===== src/rtl/fetch_entry_queue_pkg.sv =====
// Shared types and default sizing for the fetch entry queue.
// Contents:
//   fetch_entry_t    - one fetched instruction slot (pc + raw instruction word)
//   QUEUE_DEPTH      - default queue depth in entries
//   QUEUE_FETCH_NUM  - default max entries pushed per cycle
//   QUEUE_ISSUE_NUM  - default max entries popped per cycle (`ISSUE_NUM, 2 if undefined)
`ifndef ISSUE_NUM
`define ISSUE_NUM 2
`endif

package fetch_entry_queue_pkg;

  typedef struct packed {
    logic [31:0] pc;
    logic [31:0] instr;
  } fetch_entry_t;

  localparam int unsigned QUEUE_DEPTH     = 16;
  localparam int unsigned QUEUE_FETCH_NUM = 2;
  localparam int unsigned QUEUE_ISSUE_NUM = `ISSUE_NUM;

endpackage


===== src/rtl/fetch_entry_queue_if.sv =====
// Fetch -> queue -> issue bundle.
// master: the fetch/issue side (drives flush, push_num, push_entry, pop_num)
// slave : the queue (drives push_ready, pop_entry, pop_valid, count, empty)
interface fetch_entry_queue_if #(
  parameter int unsigned DEPTH     = fetch_entry_queue_pkg::QUEUE_DEPTH,
  parameter int unsigned FETCH_NUM = fetch_entry_queue_pkg::QUEUE_FETCH_NUM,
  parameter int unsigned ISSUE_NUM = fetch_entry_queue_pkg::QUEUE_ISSUE_NUM
);

  localparam int unsigned PUSH_W = $clog2(FETCH_NUM + 1);
  localparam int unsigned POP_W  = $clog2(ISSUE_NUM + 1);
  localparam int unsigned CNT_W  = $clog2(DEPTH) + 1;

  logic                                                 flush;
  logic [PUSH_W-1:0]                                    push_num;
  fetch_entry_queue_pkg::fetch_entry_t [FETCH_NUM-1:0]  push_entry;
  logic                                                 push_ready;
  logic [POP_W-1:0]                                     pop_num;
  fetch_entry_queue_pkg::fetch_entry_t [ISSUE_NUM-1:0]  pop_entry;
  logic [ISSUE_NUM-1:0]                                 pop_valid;
  logic [CNT_W-1:0]                                     count;
  logic                                                 empty;

  modport master (
    output flush, push_num, push_entry, pop_num,
    input  push_ready, pop_entry, pop_valid, count, empty
  );

  modport slave (
    input  flush, push_num, push_entry, pop_num,
    output push_ready, pop_entry, pop_valid, count, empty
  );

endinterface


===== src/rtl/fetch_entry_queue.sv =====
// Multi-push / multi-pop FIFO between I$ fetch and decode/issue.
// Fetch writes up to FETCH_NUM entries per cycle (all-or-nothing, gated by
// push_ready); issue sees the oldest ISSUE_NUM entries combinationally and
// retires pop_num of them (clamped to what is visible) on the clock edge.
// Ports:
//   clk  - clock, posedge
//   rst  - asynchronous, active-high reset
//   bus  - fetch_entry_queue_if.slave: flush, push_num/push_entry/push_ready,
//          pop_num/pop_entry/pop_valid, count, empty
// Optional feature: FETCH_QUEUE_BYPASS_EN -- when defined, pushes into an empty
// queue are visible on pop_entry in the same cycle (0-cycle latency).
module fetch_entry_queue
  import fetch_entry_queue_pkg::*;
#(
  parameter int unsigned DEPTH     = QUEUE_DEPTH,
  parameter int unsigned FETCH_NUM = QUEUE_FETCH_NUM,
  parameter int unsigned ISSUE_NUM = QUEUE_ISSUE_NUM
) (
  input  logic               clk,
  input  logic               rst,
  fetch_entry_queue_if.slave bus
);

  localparam int unsigned PTR_W  = $clog2(DEPTH);
  localparam int unsigned CNT_W  = $clog2(DEPTH) + 1;
  localparam int unsigned PUSH_W = $clog2(FETCH_NUM + 1);

  fetch_entry_t     mem [DEPTH];
  logic [PTR_W-1:0] head, tail, head_nxt, tail_nxt;
  logic [CNT_W-1:0] count_q, count_nxt;

  logic              push_ready_c;
  logic [PUSH_W-1:0] push_acc;
  logic              bypass;
  logic [CNT_W-1:0]  avail;
  logic [CNT_W-1:0]  pop_take;
  logic [CNT_W-1:0]  skip;

  logic [FETCH_NUM-1:0] wr_en;
  logic [PTR_W-1:0]     wr_addr [FETCH_NUM];
  fetch_entry_t         wr_data [FETCH_NUM];

  // Push acceptance, bypass qualification and pop clamping
  always_comb begin
    push_ready_c = (DEPTH - 32'(count_q)) >= FETCH_NUM;
    push_acc     = '0;
    if (push_ready_c) begin
      push_acc = (32'(bus.push_num) > FETCH_NUM) ? PUSH_W'(FETCH_NUM) : bus.push_num;
    end
`ifdef FETCH_QUEUE_BYPASS_EN
    bypass = !rst && !bus.flush && (count_q == '0) && push_ready_c;
`else
    bypass = 1'b0;
`endif
    // On a bypass the visible entries are the incoming ones, not storage
    avail    = bypass ? CNT_W'(push_acc) : count_q;
    pop_take = (CNT_W'(bus.pop_num) > avail) ? avail : CNT_W'(bus.pop_num);
    // Bypassed entries that issue takes right away are never written
    skip     = bypass ? pop_take : '0;
  end

  // Head-of-queue view presented to issue
  always_comb begin
    bus.pop_entry = '0;
    bus.pop_valid = '0;
    for (int unsigned i = 0; i < ISSUE_NUM; i++) begin
      if (CNT_W'(i) < avail) begin
        bus.pop_valid[i] = 1'b1;
        if (bypass) begin
          if (i < FETCH_NUM) bus.pop_entry[i] = bus.push_entry[i];
        end else begin
          bus.pop_entry[i] = mem[head + PTR_W'(i)];
        end
      end
    end
  end

  // Storage write ports: slot k takes push_entry[k + skip] at tail + k
  always_comb begin
    for (int unsigned k = 0; k < FETCH_NUM; k++) begin
      wr_en[k]   = !bus.flush && ((CNT_W'(k) + skip) < CNT_W'(push_acc));
      wr_addr[k] = tail + PTR_W'(k);
      wr_data[k] = '0;
      for (int unsigned j = 0; j < FETCH_NUM; j++) begin
        if (CNT_W'(j) == (CNT_W'(k) + skip)) wr_data[k] = bus.push_entry[j];
      end
    end
  end

  // Pointer / occupancy next state; flush overrides everything
  always_comb begin
    head_nxt  = head + (bypass ? '0 : PTR_W'(pop_take));
    tail_nxt  = tail + PTR_W'(push_acc) - PTR_W'(skip);
    count_nxt = count_q + CNT_W'(push_acc) - pop_take;
    if (bus.flush) begin
      head_nxt  = '0;
      tail_nxt  = '0;
      count_nxt = '0;
    end
  end

  always_ff @(posedge clk or posedge rst) begin
    if (rst) begin
      head    <= '0;
      tail    <= '0;
      count_q <= '0;
    end else begin
      head    <= head_nxt;
      tail    <= tail_nxt;
      count_q <= count_nxt;
    end
  end

  // Storage is intentionally not reset
  always_ff @(posedge clk) begin
    for (int unsigned k = 0; k < FETCH_NUM; k++) begin
      if (wr_en[k]) mem[wr_addr[k]] <= wr_data[k];
    end
  end

  assign bus.push_ready = push_ready_c;
  assign bus.count      = count_q;
  assign bus.empty      = (count_q == '0);

endmodule


===== src/flat_wrapper.sv =====
// flat-port wrapper written by rule: the top's interface ports become plain ports
module fetch_entry_queue_flat import fetch_entry_queue_pkg::*;
#(
  parameter int unsigned DEPTH     = QUEUE_DEPTH,
  parameter int unsigned FETCH_NUM = QUEUE_FETCH_NUM,
  parameter int unsigned ISSUE_NUM = QUEUE_ISSUE_NUM
)
  (clk, rst, bus_flush, bus_push_num, bus_push_entry, bus_pop_num, bus_push_ready, bus_pop_entry, bus_pop_valid, bus_count, bus_empty);
  fetch_entry_queue_if #(.DEPTH(DEPTH), .FETCH_NUM(FETCH_NUM), .ISSUE_NUM(ISSUE_NUM)) bus_i ();
  input  logic clk;
  input  logic rst;
  input wire logic [$bits(bus_i.flush)-1:0] bus_flush;
  input wire logic [$bits(bus_i.push_num)-1:0] bus_push_num;
  input wire logic [$bits(bus_i.push_entry)-1:0] bus_push_entry;
  input wire logic [$bits(bus_i.pop_num)-1:0] bus_pop_num;
  output wire logic [$bits(bus_i.push_ready)-1:0] bus_push_ready;
  output wire logic [$bits(bus_i.pop_entry)-1:0] bus_pop_entry;
  output wire logic [$bits(bus_i.pop_valid)-1:0] bus_pop_valid;
  output wire logic [$bits(bus_i.count)-1:0] bus_count;
  output wire logic [$bits(bus_i.empty)-1:0] bus_empty;
  assign bus_i.flush = bus_flush;
  assign bus_i.push_num = bus_push_num;
  assign bus_i.push_entry = bus_push_entry;
  assign bus_i.pop_num = bus_pop_num;
  assign bus_push_ready = bus_i.push_ready;
  assign bus_pop_entry = bus_i.pop_entry;
  assign bus_pop_valid = bus_i.pop_valid;
  assign bus_count = bus_i.count;
  assign bus_empty = bus_i.empty;
  fetch_entry_queue #(.DEPTH(DEPTH), .FETCH_NUM(FETCH_NUM), .ISSUE_NUM(ISSUE_NUM)) u_core (.clk(clk), .rst(rst), .bus(bus_i));
endmodule

===== config.mk =====
export PLATFORM = sky130hd
export DESIGN_NAME = fetch_entry_queue_flat
export DESIGN_NICKNAME = d
export VERILOG_FILES = /design/src/rtl/fetch_entry_queue_pkg.sv /design/src/rtl/fetch_entry_queue_if.sv /design/src/rtl/fetch_entry_queue.sv /design/src/flat_wrapper.sv
export SDC_FILE = /design/constraint.sdc
export NUM_CORES = 2
export LEC_CHECK = 0
export CORE_ASPECT_RATIO = 2
export CORE_MARGIN = 4
export CORE_UTILIZATION = 65
export DETAILED_ROUTE_END_ITERATION = 7
export PLACE_DENSITY_LB_ADDON = 0.05
export SETUP_SLACK_MARGIN = 0.4
export SYNTH_ARGS = -nofsm -noshare
export SYNTH_HDL_FRONTEND = slang
export SYNTH_SLANG_ARGS = --single-unit
export TNS_END_PERCENT = 10

===== constraint.sdc =====
create_clock -name clk -period 14.9 [get_ports clk]
set_input_delay 1.49 -clock clk [delete_from_list [all_inputs] [get_ports clk]]
set_output_delay 1.49 -clock clk [all_outputs]
set_load 0.03 [all_outputs]

-- After elaboration in Yosys (flattened, before gate mapping)
Memory sizes are Yosys's and may differ from the RTL's.
Index checks and enable logic that the tools add are counted.
- add/sub/neg operators: 7
- magnitude comparators: 7
- muxes and demuxes: 14
- reduce and logical (&&, ||, !) cells: 4
- operators with widths (kind ; number):
    64-bit 2-to-1 mux ; 2
    32-bit by 2-bit greater-or-equal comparator with 1-bit output (second input constant) ; 1
    1-bit by 5-bit < comparator with 1-bit output (first input constant) ; 2
    5-bit 2-to-1 mux ; 2
    4-bit by 1-bit adder with 4-bit output (second input constant) ; 2
    4-bit 2-to-1 mux ; 2
    1-bit 2-to-1 mux ; 6
    5-bit by 5-bit subtractor with 6-bit output (first input constant) ; 1
    5-bit by 2-bit adder with 5-bit output ; 1
    2-bit by 5-bit > comparator with 1-bit output ; 1
    5-bit logical NOT ; 1
    5-bit subtractor ; 1
    4-bit by 2-bit adder with 4-bit output ; 1
    4-bit adder ; 1
    1-bit by 2-bit < comparator with 1-bit output (first input constant) ; 2
    2-bit 2-to-1 mux ; 2
    2-bit > comparator (second input constant) ; 1
    1-bit logical AND ; 2
    1-bit logical NOT ; 1
- bits in registers: 13
- memory bits (writable): 1024
- input bits: 135
- output and inout port bits: 137
- memories: 1
- memories (memory ; depth ; bits a word ; rd ports ; clocked after memory_dff ; wr ports ; RTL line ; RTL):
    u_core.mem ; 16 ; 64 ; 2 ; 0 ; 2 ; fetch_entry_queue.sv:28 ; fetch_entry_t mem [DEPTH];

-- Depth between registers and ports, before layout
- depth in word-level cells: 7
- depth in mapped cells: 18

-- Least setup slack after synthesis
Ideal clock, no wire load.
- path type: reg-to-reg
- start point: register u_core.count_q[1] (netlist: u_core.bus.count[1])
- end point: memory u_core.mem[12][0] (netlist name) (enable)
- data arrival time: 6922 ps
- data required time: 14326 ps
- path slack: 7404 ps
- cell stages (with the launch flop): 10
- buffers on the path: 0
- period minus slack after synthesis: 7496 ps
- cells stage by stage: dfrtp_1 > inv_1 > ha_1 > and3_1 > ha_1 > nor3b_1 > o21ai_0 > nor3_4 > or4b_2 > o21ai_0
- RTL lines (what ; RTL line ; RTL):
    from (decl) ; fetch_entry_queue.sv:30 ; logic [CNT_W-1:0] count_q, count_nxt;
    from (signal assigned) ; fetch_entry_queue.sv:110 ; count_q <= count_nxt;
    to (decl) ; fetch_entry_queue.sv:28 ;

-- Worst setup path after layout
- start point: register u_core.head[0]
- end point: output port bus_pop_entry[19]
- longest elaborated chain between the ends: 2
- RTL lines (what ; RTL line ; RTL):
    from (decl) ; fetch_entry_queue.sv:29 ; logic [PTR_W-1:0] head, tail, head_nxt, tail_nxt;
    from (signal assigned) ; fetch_entry_queue.sv:108 ; head <= head_nxt;
    memory read 16 x 64 bit ; -- ;
    64-bit 2-to-1 mux ; fetch_entry_queue.sv:67 ; if (CNT_W'(i) < avail) begin
    to (decl) ; flat_wrapper.sv:17 ; output wire logic [$bits(bus_i.pop_entry)-1:0] bus_pop_entry;
No other way between the ends.

==> flow_summary_export.csv <==
group,metric,value,unit
outcome,outcome,"finished clean",
timing,fin_crit_sh,0.525,
finish,layout.nets,3643,
drt,wl_per_cell,39.2,um
power_and_ir_drop,max-vdd-ir-drop,0.000294,V
grt,grt_pass1_vias,39500,
finish,multi_input_area,28200,um^2
die,fp.dieW,225,um
timing,finalSetupTns,0,ns
setup_path,crit_type,"flop to primary output",
drt,drt-initial-drc-count,5142,
drt,via_per_inst,7.89,
synth,seq_area_frac_synth,0.509,
clock_tree,cts_buffer_depth,3,
timing,slew_violations,0,
hold_path,hold_depth,2,
timing,finalSetupViolCount,0,
hold_path,min-delay-start,"u_core.tail[3]",
timing,hold_slack,0.698,ns
synth,avgSynthCellArea,17.7,um^2
synth,netlist_area,61100,um^2
place,port_buffers,271,
clock_tree,clk_pin_slew,0.07,ns
setup_path,crit_fanout,160,
power_and_ir_drop,powerDensity,192,nW/um^2
synth,synth_nets,3609,
synth,yosys_warnings,0,
die,rows,158,
drt,topRoutingLayerUsed,"met5",
drt,via_count,37700,
setup_path,r2r_end,"u_core.mem[0][52]",
die,dieArea,99200,um^2
drt,drt-total-wl,187,mm
timing,fmax,128,MHz
synth,synth_ff_type,"edfxtp_1",
setup_path,rrSetupSlack,9.90,ns
synth,synth_edf_count,1024,
grt,overflow,0,
die,start_util,0.657,
run,cap_viol_max_count,0,
setup_path,endpoint_kind,"primary output",
drt,drt.antenna.violating_nets,0,
setup_path,worst-r2r-cell-count,10,
synth,netlist_instances,3454,
finish,fillerInstances,5693,
drt,first_pass_iters,6,
clock_tree,h-tree-depth,3,
place,hpwl,98.2,mm
finish,layout_commonest_cell,"edfxtp_1",
timing,worst_pin_slew,1.25,ns
clock_tree,cts_buffers,94,
synth,ys_seq_elements,1037,
clock_tree,postCtsSetupRepairBufs,0,
setup_path,cp.arrival,6.33,ns
die,coreArea,92900,um^2
clock_tree,cts.sinks,1037,
timing,min_period,7.82,ns
drt,wl_met2,93.0,mm
clock_tree,cts_hold_buf,0,
setup_path,timing.rr.start,"u_core.bus.count[1]",
drt,drc_errors,0,
place,gp_congestion,0.833,
finish,drive_above_1_share,0.483,
drt,wl_met1,63.2,mm
grt,grt_max_degree,161,
die,pin_count,272,
power_and_ir_drop,power.leakage,21.9,nW
clock_tree,cts_root_buffer,"clkbuf_16",
setup_path,startpoint_type,"flop",
timing,skew,0.0217,ns
drt,met3WireLength,21.0,mm
finish,syn_to_final_growth,10.3,%
timing,hold_viol,0,
synth,synthArstFlopShare,0.0125,
hold_path,min_to,"u_core.tail[3]",
timing,max_slew_margin,0.165,
clock_tree,cts_tree,"done",
synth,ys_types,53,
grt,grt_pass1_wl,268,mm
die,fp.dieH,442,um
finish,seq_area,31100,um^2
timing,rsz0062_at_grt,"no",
hold_path,hold_path.class,"flop to flop",
clock_tree,cts_resized,0,
grt,track_usage,0.375,
finish,mostFrequentLayoutCells,"1,024 x edfxtp_1, 710 x mux2_2, 576 x mux4_2",
setup_path,cp_data_required_time,13.41,ns
grt,antenna_found_initial,25,
clock_tree,clk_latency,0.72,ns
cell families after synthesis:
kind of cell | Yosys count | share of synthesized area
and+or+nand+nor | 142 | 0.0152
AOI/OAI and AO/OA | 216 | 0.0236
adders and majority gates | 20 | 0.00459
xor gates and xnor gates | 10 | 0.00143
other | 1 | 0.0000614
buffers and inverters | 426 | 0.0339
muxes | 1602 | 0.412
DFF | 1037 | 0.509
synthesized netlist by cell type, types with 3 or more instances:
master    count  area, um^2
dfrtp_1      13         325
nor2b_1      72         450
clkbuf_1    150         563
mux2_2      710        8000
nand3_4       7         123
mux2_1      138        1550
fa_1          4        80.1
buf_2        85         425
xor2_1        4        35.0
a21oi_1      70         350
nand2_1       5        18.8
buf_4        46         345
nand3_2       3        30.0
ha_1         16         200
xnor2_1       6        52.6
buf_1        97         364
nand3_1       4        20.0
mux4_2      576       13000
a21o_1        4        30.0
edfxtp_1   1024       30700
a22oi_1     128         961
inv_1        21        78.8
nor2_1       28         105
mux2_4      177        2660
o21ai_0       7        35.0
nand2b_1      4        25.0
buf_6        24         270
cell type report:
class                           count  share of cell area
Tap cell                         1200              0.0223
Antenna cell                       11            0.000408
Inverter                           22             0.00126
Clock buffer                      116              0.0378
Multi-Input combinational cell   1991               0.419
Timing Repair Buffer              342              0.0487
Clock inverter                     58             0.00967
Sequential cell                  1037               0.461
per-stage QoR:
step | total power [W] | util | instance area (um^2) | cells | setup slack [ns]
finish | 0.0129 | 0.725 | 67400 | 4777 | 7.08
global placement | 0.0103 | 0.691 | 64200 | 4592 | 7.87
CTS | 0.0129 | 0.725 | 67400 | 4766 | 7.06
detailed placement | 0.0104 | 0.691 | 64200 | 4592 | 7.82
global route | 0.0134 | 0.725 | 67400 | 4769 | 6.69
floorplan | 0.00816 | - | 61100 | 3454 | 7.40
worst max-delay path, cell delays in order (launching register included):
cell and delay [ns]:
dfrtp_4 0.91, buf_4 0.82, buf_12 0.69, buf_4 0.84, mux4_2 0.60, mux4_2 0.48
nor2b_1 0.18, clkdlybuf4s50_1 0.65
worst max-delay path by stage:
| stage | slack (ns) | start | endpoint |
|---|---|---|---|
| CTS | 7.06 | u_core.head[1] | bus_pop_entry[80] |
| finish | 7.08 | u_core.head[0] | bus_pop_entry[19] |
| detailed placement | 7.82 | u_core.head[1] | bus_pop_entry[80] |
| global placement | 7.87 | u_core.head[1] | bus_pop_entry[80] |
| floorplan | 7.40 | u_core.bus.count[1] | u_core.mem[12][0] |
| global route | 6.69 | u_core.head[1] | bus_pop_entry[86] |
power by group:
part / switching, W / internal [W]
Combinational: 0.00367 / 0.00303
Sequential: 0.000211 / 0.00346
Clock: 0.00112 / 0.00145
Total: 0.00500 / 0.00794
per-layer routing:
| layer | up-vias | GRT usage |
|---|---|---|
| li1 | 14400 | - |
| met1 | 19800 | 0.481 |
| met2 | 2843 | 0.620 |
| met3 | 658 | 0.0875 |
| met4 | 26 | 0.166 |
| met5 | - | 0 |
flip-flops by register name, summed over array words and instances, names as in the netlist:
register,count
u_core.bus.count,5
u_core.head,4
u_core.mem,1024
u_core.tail,4
Note: power is estimated with default switching activity, not from simulation.
